--- config.mk ---
export PLATFORM = sky130hd
export DESIGN_NAME = apb_slave_mem
export DESIGN_NICKNAME = d
export VERILOG_FILES = /design/src/rtl/apb_pkg.sv /design/src/rtl/apb_wait_ctr.sv /design/src/rtl/apb_slave_mem.sv
export SDC_FILE = /design/constraint.sdc
export NUM_CORES = 1
export LEC_CHECK = 0
export CORE_ASPECT_RATIO = 1.4
export CORE_MARGIN = 1.5
export CORE_UTILIZATION = 30
export CTS_BUF_LIST = sky130_fd_sc_hd__clkbuf_4 sky130_fd_sc_hd__clkbuf_8 sky130_fd_sc_hd__clkbuf_16
export DETAILED_ROUTE_END_ITERATION = 8
export SLEW_MARGIN = 10
export SYNTH_ARGS = -nofsm -noshare
export SYNTH_HDL_FRONTEND = slang
export SYNTH_SLANG_ARGS = --single-unit
--- constraint.sdc ---
create_clock -name PCLK -period 18.7 [get_ports PCLK]
set_clock_uncertainty 0.05 [all_clocks]
set_input_delay 1.87 -clock PCLK [delete_from_list [all_inputs] [get_ports PCLK]]
set_output_delay 1.87 -clock PCLK [all_outputs]
set_load 0.05 [all_outputs]
--- src/rtl/apb_pkg.sv ---
// ---------------------------------------------------------------------------
// apb_pkg
// Shared types and helpers for the APB register-memory completer.
//   apb_state_e    : completer FSM states (IDLE, WAIT, READY)
//   APB_WORD_BYTES : bytes per data word
//   APB_ADDR_LSB   : bit position of the word index inside a byte address
//   addr_err()     : flags misaligned or out-of-range byte addresses
// ---------------------------------------------------------------------------
package apb_pkg;

    typedef enum logic [1:0] {
        IDLE  = 2'd0,
        WAIT  = 2'd1,
        READY = 2'd2
    } apb_state_e;

    localparam int unsigned APB_WORD_BYTES = 32'd4;
    localparam int unsigned APB_ADDR_LSB   = 32'd2;

    // An access is in error when it is not word aligned or points past the last word.
    function automatic logic addr_err(input logic [31:0] addr, input int unsigned depth);
        logic misaligned_s;
        logic out_of_range_s;
        misaligned_s   = ((addr % APB_WORD_BYTES) != 32'd0);
        out_of_range_s = ((addr >> APB_ADDR_LSB) >= depth);
        return misaligned_s | out_of_range_s;
    endfunction

endpackage

--- src/rtl/apb_wait_ctr.sv ---
// ---------------------------------------------------------------------------
// apb_wait_ctr
// Loadable down-counter that times the wait states of one APB transfer.
//   PCLK, PRESET : clock, asynchronous active-high reset
//   load         : load load_val (takes priority over dec)
//   load_val     : number of wait states for the transfer
//   dec          : decrement request (ignored once the count is zero)
//   zero_next    : count is 1, so the next decrement reaches zero
// ---------------------------------------------------------------------------
module apb_wait_ctr #(
    parameter int WAIT_WIDTH = 4
) (
    input  logic                  PCLK,
    input  logic                  PRESET,
    input  logic                  load,
    input  logic [WAIT_WIDTH-1:0] load_val,
    input  logic                  dec,
    output logic                  zero_next
);

    localparam logic [WAIT_WIDTH-1:0] CNT_ZERO = {WAIT_WIDTH{1'b0}};
    localparam logic [WAIT_WIDTH-1:0] CNT_ONE  = {{(WAIT_WIDTH-1){1'b0}}, 1'b1};

    logic [WAIT_WIDTH-1:0] cnt_r;

    // Wait-state count register: load at setup, count down in the access phase.
    always_ff @(posedge PCLK or posedge PRESET) begin
        if (PRESET) begin
            cnt_r <= CNT_ZERO;
        end else if (load) begin
            cnt_r <= load_val;
        end else if (dec && (cnt_r != CNT_ZERO)) begin
            cnt_r <= cnt_r - CNT_ONE;
        end else begin
            cnt_r <= cnt_r;
        end
    end

    // Not gated by dec so the FSM can combine it with its own decrement condition.
    assign zero_next = (cnt_r == CNT_ONE);

endmodule

--- src/rtl/apb_slave_mem.sv ---
// ---------------------------------------------------------------------------
// apb_slave_mem
// APB3 completer backed by a word-addressed register memory, with a
// programmable number of wait states per transfer and PSLVERR on misaligned
// or out-of-range addresses.
//   PCLK, PRESET     : clock, asynchronous active-high reset
//   PSEL, PENABLE    : APB select / access-phase strobe
//   PWRITE, PADDR    : direction and byte address (latched in the setup cycle)
//   PWDATA           : write data (latched in the setup cycle)
//   wait_cfg         : wait states for the transfer (latched in the setup cycle)
//   PRDATA           : read data, valid while PREADY=1, held until next result
//   PREADY, PSLVERR  : registered completion / error response
//   xfer_done        : one-cycle pulse after a transfer completes
// ---------------------------------------------------------------------------
module apb_slave_mem
    import apb_pkg::*;
#(
    parameter int ADDR_WIDTH = 8,
    parameter int DATA_WIDTH = 32,
    parameter int DEPTH      = 16,
    parameter int WAIT_WIDTH = 4
) (
    input  logic                  PCLK,
    input  logic                  PRESET,
    input  logic                  PSEL,
    input  logic                  PENABLE,
    input  logic                  PWRITE,
    input  logic [ADDR_WIDTH-1:0] PADDR,
    input  logic [DATA_WIDTH-1:0] PWDATA,
    input  logic [WAIT_WIDTH-1:0] wait_cfg,
    output logic [DATA_WIDTH-1:0] PRDATA,
    output logic                  PREADY,
    output logic                  PSLVERR,
    output logic                  xfer_done
);

    localparam int IDX_W = (DEPTH > 1) ? $clog2(DEPTH) : 1;
    localparam logic [DATA_WIDTH-1:0] DATA_ZERO = {DATA_WIDTH{1'b0}};

    apb_state_e            state_r, state_s;
    logic [IDX_W-1:0]      idx_r;
    logic                  write_r;
    logic [DATA_WIDTH-1:0] wdata_r;
    logic                  err_r;
    logic [DATA_WIDTH-1:0] mem_r [DEPTH];

    logic [DATA_WIDTH-1:0] prdata_r, prdata_s;
    logic                  pready_r, pready_s;
    logic                  pslverr_r, pslverr_s;
    logic                  xfer_done_r, xfer_done_s;

    logic                  setup_s;
    logic                  new_err_s;
    logic [IDX_W-1:0]      new_idx_s;
    logic                  latch_s;
    logic                  load_s;
    logic                  dec_s;
    logic                  zero_next_s;
    logic                  mem_we_s;

    assign setup_s   = PSEL & ~PENABLE;
    assign new_err_s = addr_err(32'(PADDR), DEPTH);
    assign new_idx_s = PADDR[APB_ADDR_LSB +: IDX_W];

    apb_wait_ctr #(
        .WAIT_WIDTH (WAIT_WIDTH)
    ) u_wait_ctr (
        .PCLK      (PCLK),
        .PRESET    (PRESET),
        .load      (load_s),
        .load_val  (wait_cfg),
        .dec       (dec_s),
        .zero_next (zero_next_s)
    );

    // Next-state and next-output logic of the transfer FSM.
    always_comb begin
        state_s     = state_r;
        latch_s     = 1'b0;
        load_s      = 1'b0;
        dec_s       = 1'b0;
        mem_we_s    = 1'b0;
        pready_s    = pready_r;
        pslverr_s   = pslverr_r;
        prdata_s    = prdata_r;
        xfer_done_s = 1'b0;
        case (state_r)
            IDLE: begin
                if (setup_s) begin
                    latch_s = 1'b1;
                    load_s  = 1'b1;
                    if (wait_cfg == {WAIT_WIDTH{1'b0}}) begin
                        // Zero wait states: the result is formed straight from the bus values.
                        state_s   = READY;
                        pready_s  = 1'b1;
                        pslverr_s = new_err_s;
                        if (!PWRITE && !new_err_s) begin
                            prdata_s = mem_r[new_idx_s];
                        end else begin
                            prdata_s = DATA_ZERO;
                        end
                    end else begin
                        state_s  = WAIT;
                        pready_s = 1'b0;
                    end
                end else begin
                    state_s = IDLE;
                end
            end
            WAIT: begin
                if (!PSEL) begin
                    state_s   = IDLE;
                    pready_s  = 1'b0;
                    pslverr_s = 1'b0;
                end else if (PENABLE) begin
                    dec_s = 1'b1;
                    if (zero_next_s) begin
                        state_s   = READY;
                        pready_s  = 1'b1;
                        pslverr_s = err_r;
                        if (!write_r && !err_r) begin
                            prdata_s = mem_r[idx_r];
                        end else begin
                            prdata_s = DATA_ZERO;
                        end
                    end else begin
                        state_s = WAIT;
                    end
                end else begin
                    state_s = WAIT;
                end
            end
            READY: begin
                if (!PSEL) begin
                    state_s   = IDLE;
                    pready_s  = 1'b0;
                    pslverr_s = 1'b0;
                end else if (PENABLE) begin
                    mem_we_s    = write_r & ~err_r;
                    state_s     = IDLE;
                    pready_s    = 1'b0;
                    pslverr_s   = 1'b0;
                    xfer_done_s = 1'b1;
                end else begin
                    state_s = READY;
                end
            end
            default: begin
                state_s   = IDLE;
                pready_s  = 1'b0;
                pslverr_s = 1'b0;
            end
        endcase
    end

    // FSM state and registered bus outputs.
    always_ff @(posedge PCLK or posedge PRESET) begin
        if (PRESET) begin
            state_r     <= IDLE;
            pready_r    <= 1'b0;
            pslverr_r   <= 1'b0;
            prdata_r    <= DATA_ZERO;
            xfer_done_r <= 1'b0;
        end else begin
            state_r     <= state_s;
            pready_r    <= pready_s;
            pslverr_r   <= pslverr_s;
            prdata_r    <= prdata_s;
            xfer_done_r <= xfer_done_s;
        end
    end

    // Setup-cycle capture of the transfer attributes; access-phase bus changes are ignored.
    always_ff @(posedge PCLK or posedge PRESET) begin
        if (PRESET) begin
            idx_r   <= {IDX_W{1'b0}};
            write_r <= 1'b0;
            wdata_r <= DATA_ZERO;
            err_r   <= 1'b0;
        end else if (latch_s) begin
            idx_r   <= new_idx_s;
            write_r <= PWRITE;
            wdata_r <= PWDATA;
            err_r   <= new_err_s;
        end else begin
            idx_r   <= idx_r;
            write_r <= write_r;
            wdata_r <= wdata_r;
            err_r   <= err_r;
        end
    end

    // Register memory; written only on completion of an error-free write.
    always_ff @(posedge PCLK or posedge PRESET) begin
        if (PRESET) begin
            for (int i = 0; i < DEPTH; i++) begin
                mem_r[i] <= DATA_ZERO;
            end
        end else if (mem_we_s) begin
            mem_r[idx_r] <= wdata_r;
        end else begin
            mem_r <= mem_r;
        end
    end

    assign PRDATA    = prdata_r;
    assign PREADY    = pready_r;
    assign PSLVERR   = pslverr_r;
    assign xfer_done = xfer_done_r;

endmodule
==> reports/results.txt <==
H-tree level count - 2
Synth Area in Compound Gates - 4.62%
DRT antenna net count - 0
Vias after detailed routing - 18200
Worst-skew pair later-pin latency - 0.65 ns
Unique masters post-synth - 53
Final hold slack - 0.463 ns
Final core utilization - 34.3%
Fraction of layout cells with a size suffix above 1 - 46.5%
Post-synthesis xor/xnor area fraction - 0%
Setup crit end kind - asynchronous set/reset pin
Crit path kind - in2async
Core region area - 99600 sq um
Warnings, synthesis - 0
Initial Util - 30.2%
Vias in the first global route - 20500
Longest Clk Path Bufs - 3
DRT Pass-1 Iters - 5
Leading area contributor after synthesis - dfrtp_1
Sum Neg Setup Slack - 0 ns
Post-route cell area - 34200 sq um
Fin worst setup slack - 13.59 ns
Diodes inserted - 0
Setup violators final - 0
CTS resizes - 0
Overall Power - 3.26 mW
Max incr delay on CP - 0.93 ns
Filler instances - 9471
CTS tree - yes
Placed Area - 32200 sq um
Critical Path AT - 5.67 ns
Layout area overhead - 13.6%
RSZ-0062 raised after global routing - false
Syn Std Cell Area - 30100 sq um
Worst-margin pin slew - 1.10 ns
Inst Count DP - 3241
Worst-path fanout max - 159
Final Hold Vio Count - 0
Static leakage - 15.0 nW
Synth Instances - 1982
VDD IR-drop max - 66.3 uV
FF+latch count, synth - 591
Mux contribution to synthesized area - 40.1%
Avg WL per Cell - 25.5 um
PwrDens - 95.3 nW/um^2
Max Clk Rate - 196 MHz
CTS clk-pin slew, worst paths - 0.06 ns
Period utilisation layout - 27.3%
CTS Buf Count - 57
Synth top area share - 49.2%
Die area - 102000 sq um
1st-iter DRT viols - 1311
# DRC - 0
Largest family of logic cells by synthesized area - multiplexers
Die width - 271 um
Post-CTS Setup Bufs - 0
Antenna violations before repair - 1
Worst Path Required - 19.26 ns
Synthesized-area fraction occupied by adder cells - 0.0832%
Global-route wire length before repair - 131 mm
Pin count of the biggest net entering global routing - 160
Via/cell ratio - 5.44
DRT Wirelength - 85.5 mm
Final Instance Count excl. Fillers - 3348
Row Count - 137
Synth area leaders - dfrtp_1 49%, mux4_2 19%, mux2_2 18%, a22oi_1 1.9%, mux2_4 1.5%
Sequential area share after synthesis - 49.2%
Most frequent CP cell - buf_4
Cell breakdown of the critical path - clkdlybuf4s50_1 -> inv_8 -> buf_12 -> buf_4 -> buf_4
Run status - complete, no violations
Max-cap violations - 0
Worst slew margin - 26.9%
Most frequent cells in the layout - 589 x dfrtp_1, 473 x mux2_2, 256 x mux4_2
Chip Height - 378 um
GPL Wtd Cong - 0.752
Final Critical Period - 5.11 ns
Worst Hold Class - reg2reg
Pre-CTS setup slack - 12.68 ns
Io pins - 84
Critical Path Start Type - input port
Port Buf Inserts - 83
Slowest cell on crit path - buf_4
CTS root buffer - clkbuf_16
Post-Synth Simple-Gate Area - 2.96%
Total track usage - 16.9%
Max Slew Vio Count - 0
Grt total ovfl - 0
Hpwl dp - 49.6 mm
Final #Nets - 2031
Most common library cell in the layout ignoring fill and taps - dfrtp_1
Syn Nets - 2033
TritonCTS Sinks - 591
Synthesized area per cell - 15.2 sq um
Hold Buf Count CTS - 0
==> worst max-delay path: cells and delay by family <==
kind                   cells  cell delay, ns
buffers and inverters      5            3.50
==> synth_stat cells, drive strengths merged <==
cell type	n
o21ai	6
ha	2
mux2	512
nand4b	1
nand3b	1
nor3b	4
buf	108
nand3	4
o22ai	5
a211oi	1
nand4	1
nor3	5
o21a	8
mux4	256
o22a	23
or4b	2
and2	1
nand2	116
o211ai	22
or3b	1
a31oi	11
and4bb	1
a21oi	26
a221o	2
clkbuf	76
or3	1
nand2b	5
o21bai	1
nor2	41
or2	1
and3b	1
and4b	1
nor4	2
mux2i	43
nor2b	4
a221oi	10
nor4b	1
dfrtp	591
inv	8
a22oi	76
o211a	1
==> flip-flops by register name (all words and copies together), names as in the netlist <==
name and count:
PRDATA 32, PREADY 1, PSLVERR 1, err_r 1
idx_r 4, mem_r 512, state_r 2, u_wait_ctr.cnt_r 4
wdata_r 32, write_r 1, xfer_done 1
==> power breakdown <==
| part | total [mW] | switching, mW | leakage, nW | internal (mW) |
|---|---|---|---|---|
| sequential | 1.49 | 0.148 | 8.12 | 1.34 |
| clock | 1.24 | 0.519 | 1.02 | 0.719 |
| combinational | 0.530 | 0.335 | 5.90 | 0.195 |
| total | 3.26 | 1.00 | 15.0 | 2.25 |
==> path summary, 6_finish.rpt <==
check	endpoint	slack, ns	cells past startpoint	startpoint
max in group PCLK	mem_r[252]	13.78	7	PSEL
min in group asynchronous	u_wait_ctr.cnt_r[3]	1.79	2	PRESET
hold / removal	PRDATA[12]	0.46	1	PRDATA[12]
setup reg to reg	PRDATA[14]	14.13	6	idx_r[0]
setup / recovery	mem_r[226]	13.59	5	PRESET
hold reg to reg	PRDATA[12]	0.46	1	PRDATA[12]
==> cells by family after synthesis <==
logic type                 Yosys count
AOI/OAI and AO/OA                  192
muxes                              811
adders and majority gates            2
buffers and inverters              192
and+or+nand+nor                    194
DFF                                591
==> layer usage <==
metal	wire length [um]	GRT usage, %	up-vias
li1	-	-	7617
met2	44200	30.0	474
met5	0	0	-
met1	33900	20.1	9940
met3	3590	2.68	198
met4	3780	7.71	0
==> cell type report <==
type / count / area, sq um / share of cell area (%)
Inverter: 8 / 37.5 / 0.110
Clock buffer: 86 / 1760 / 5.14
Sequential cell: 591 / 14800 / 43.3
Tap cell: 1320 / 1650 / 4.83
Timing Repair Buffer: 123 / 1140 / 3.35
Multi-Input combinational cell: 1199 / 14500 / 42.5
Clock inverter: 21 / 263 / 0.769
(Power assumes the default switching activity.)
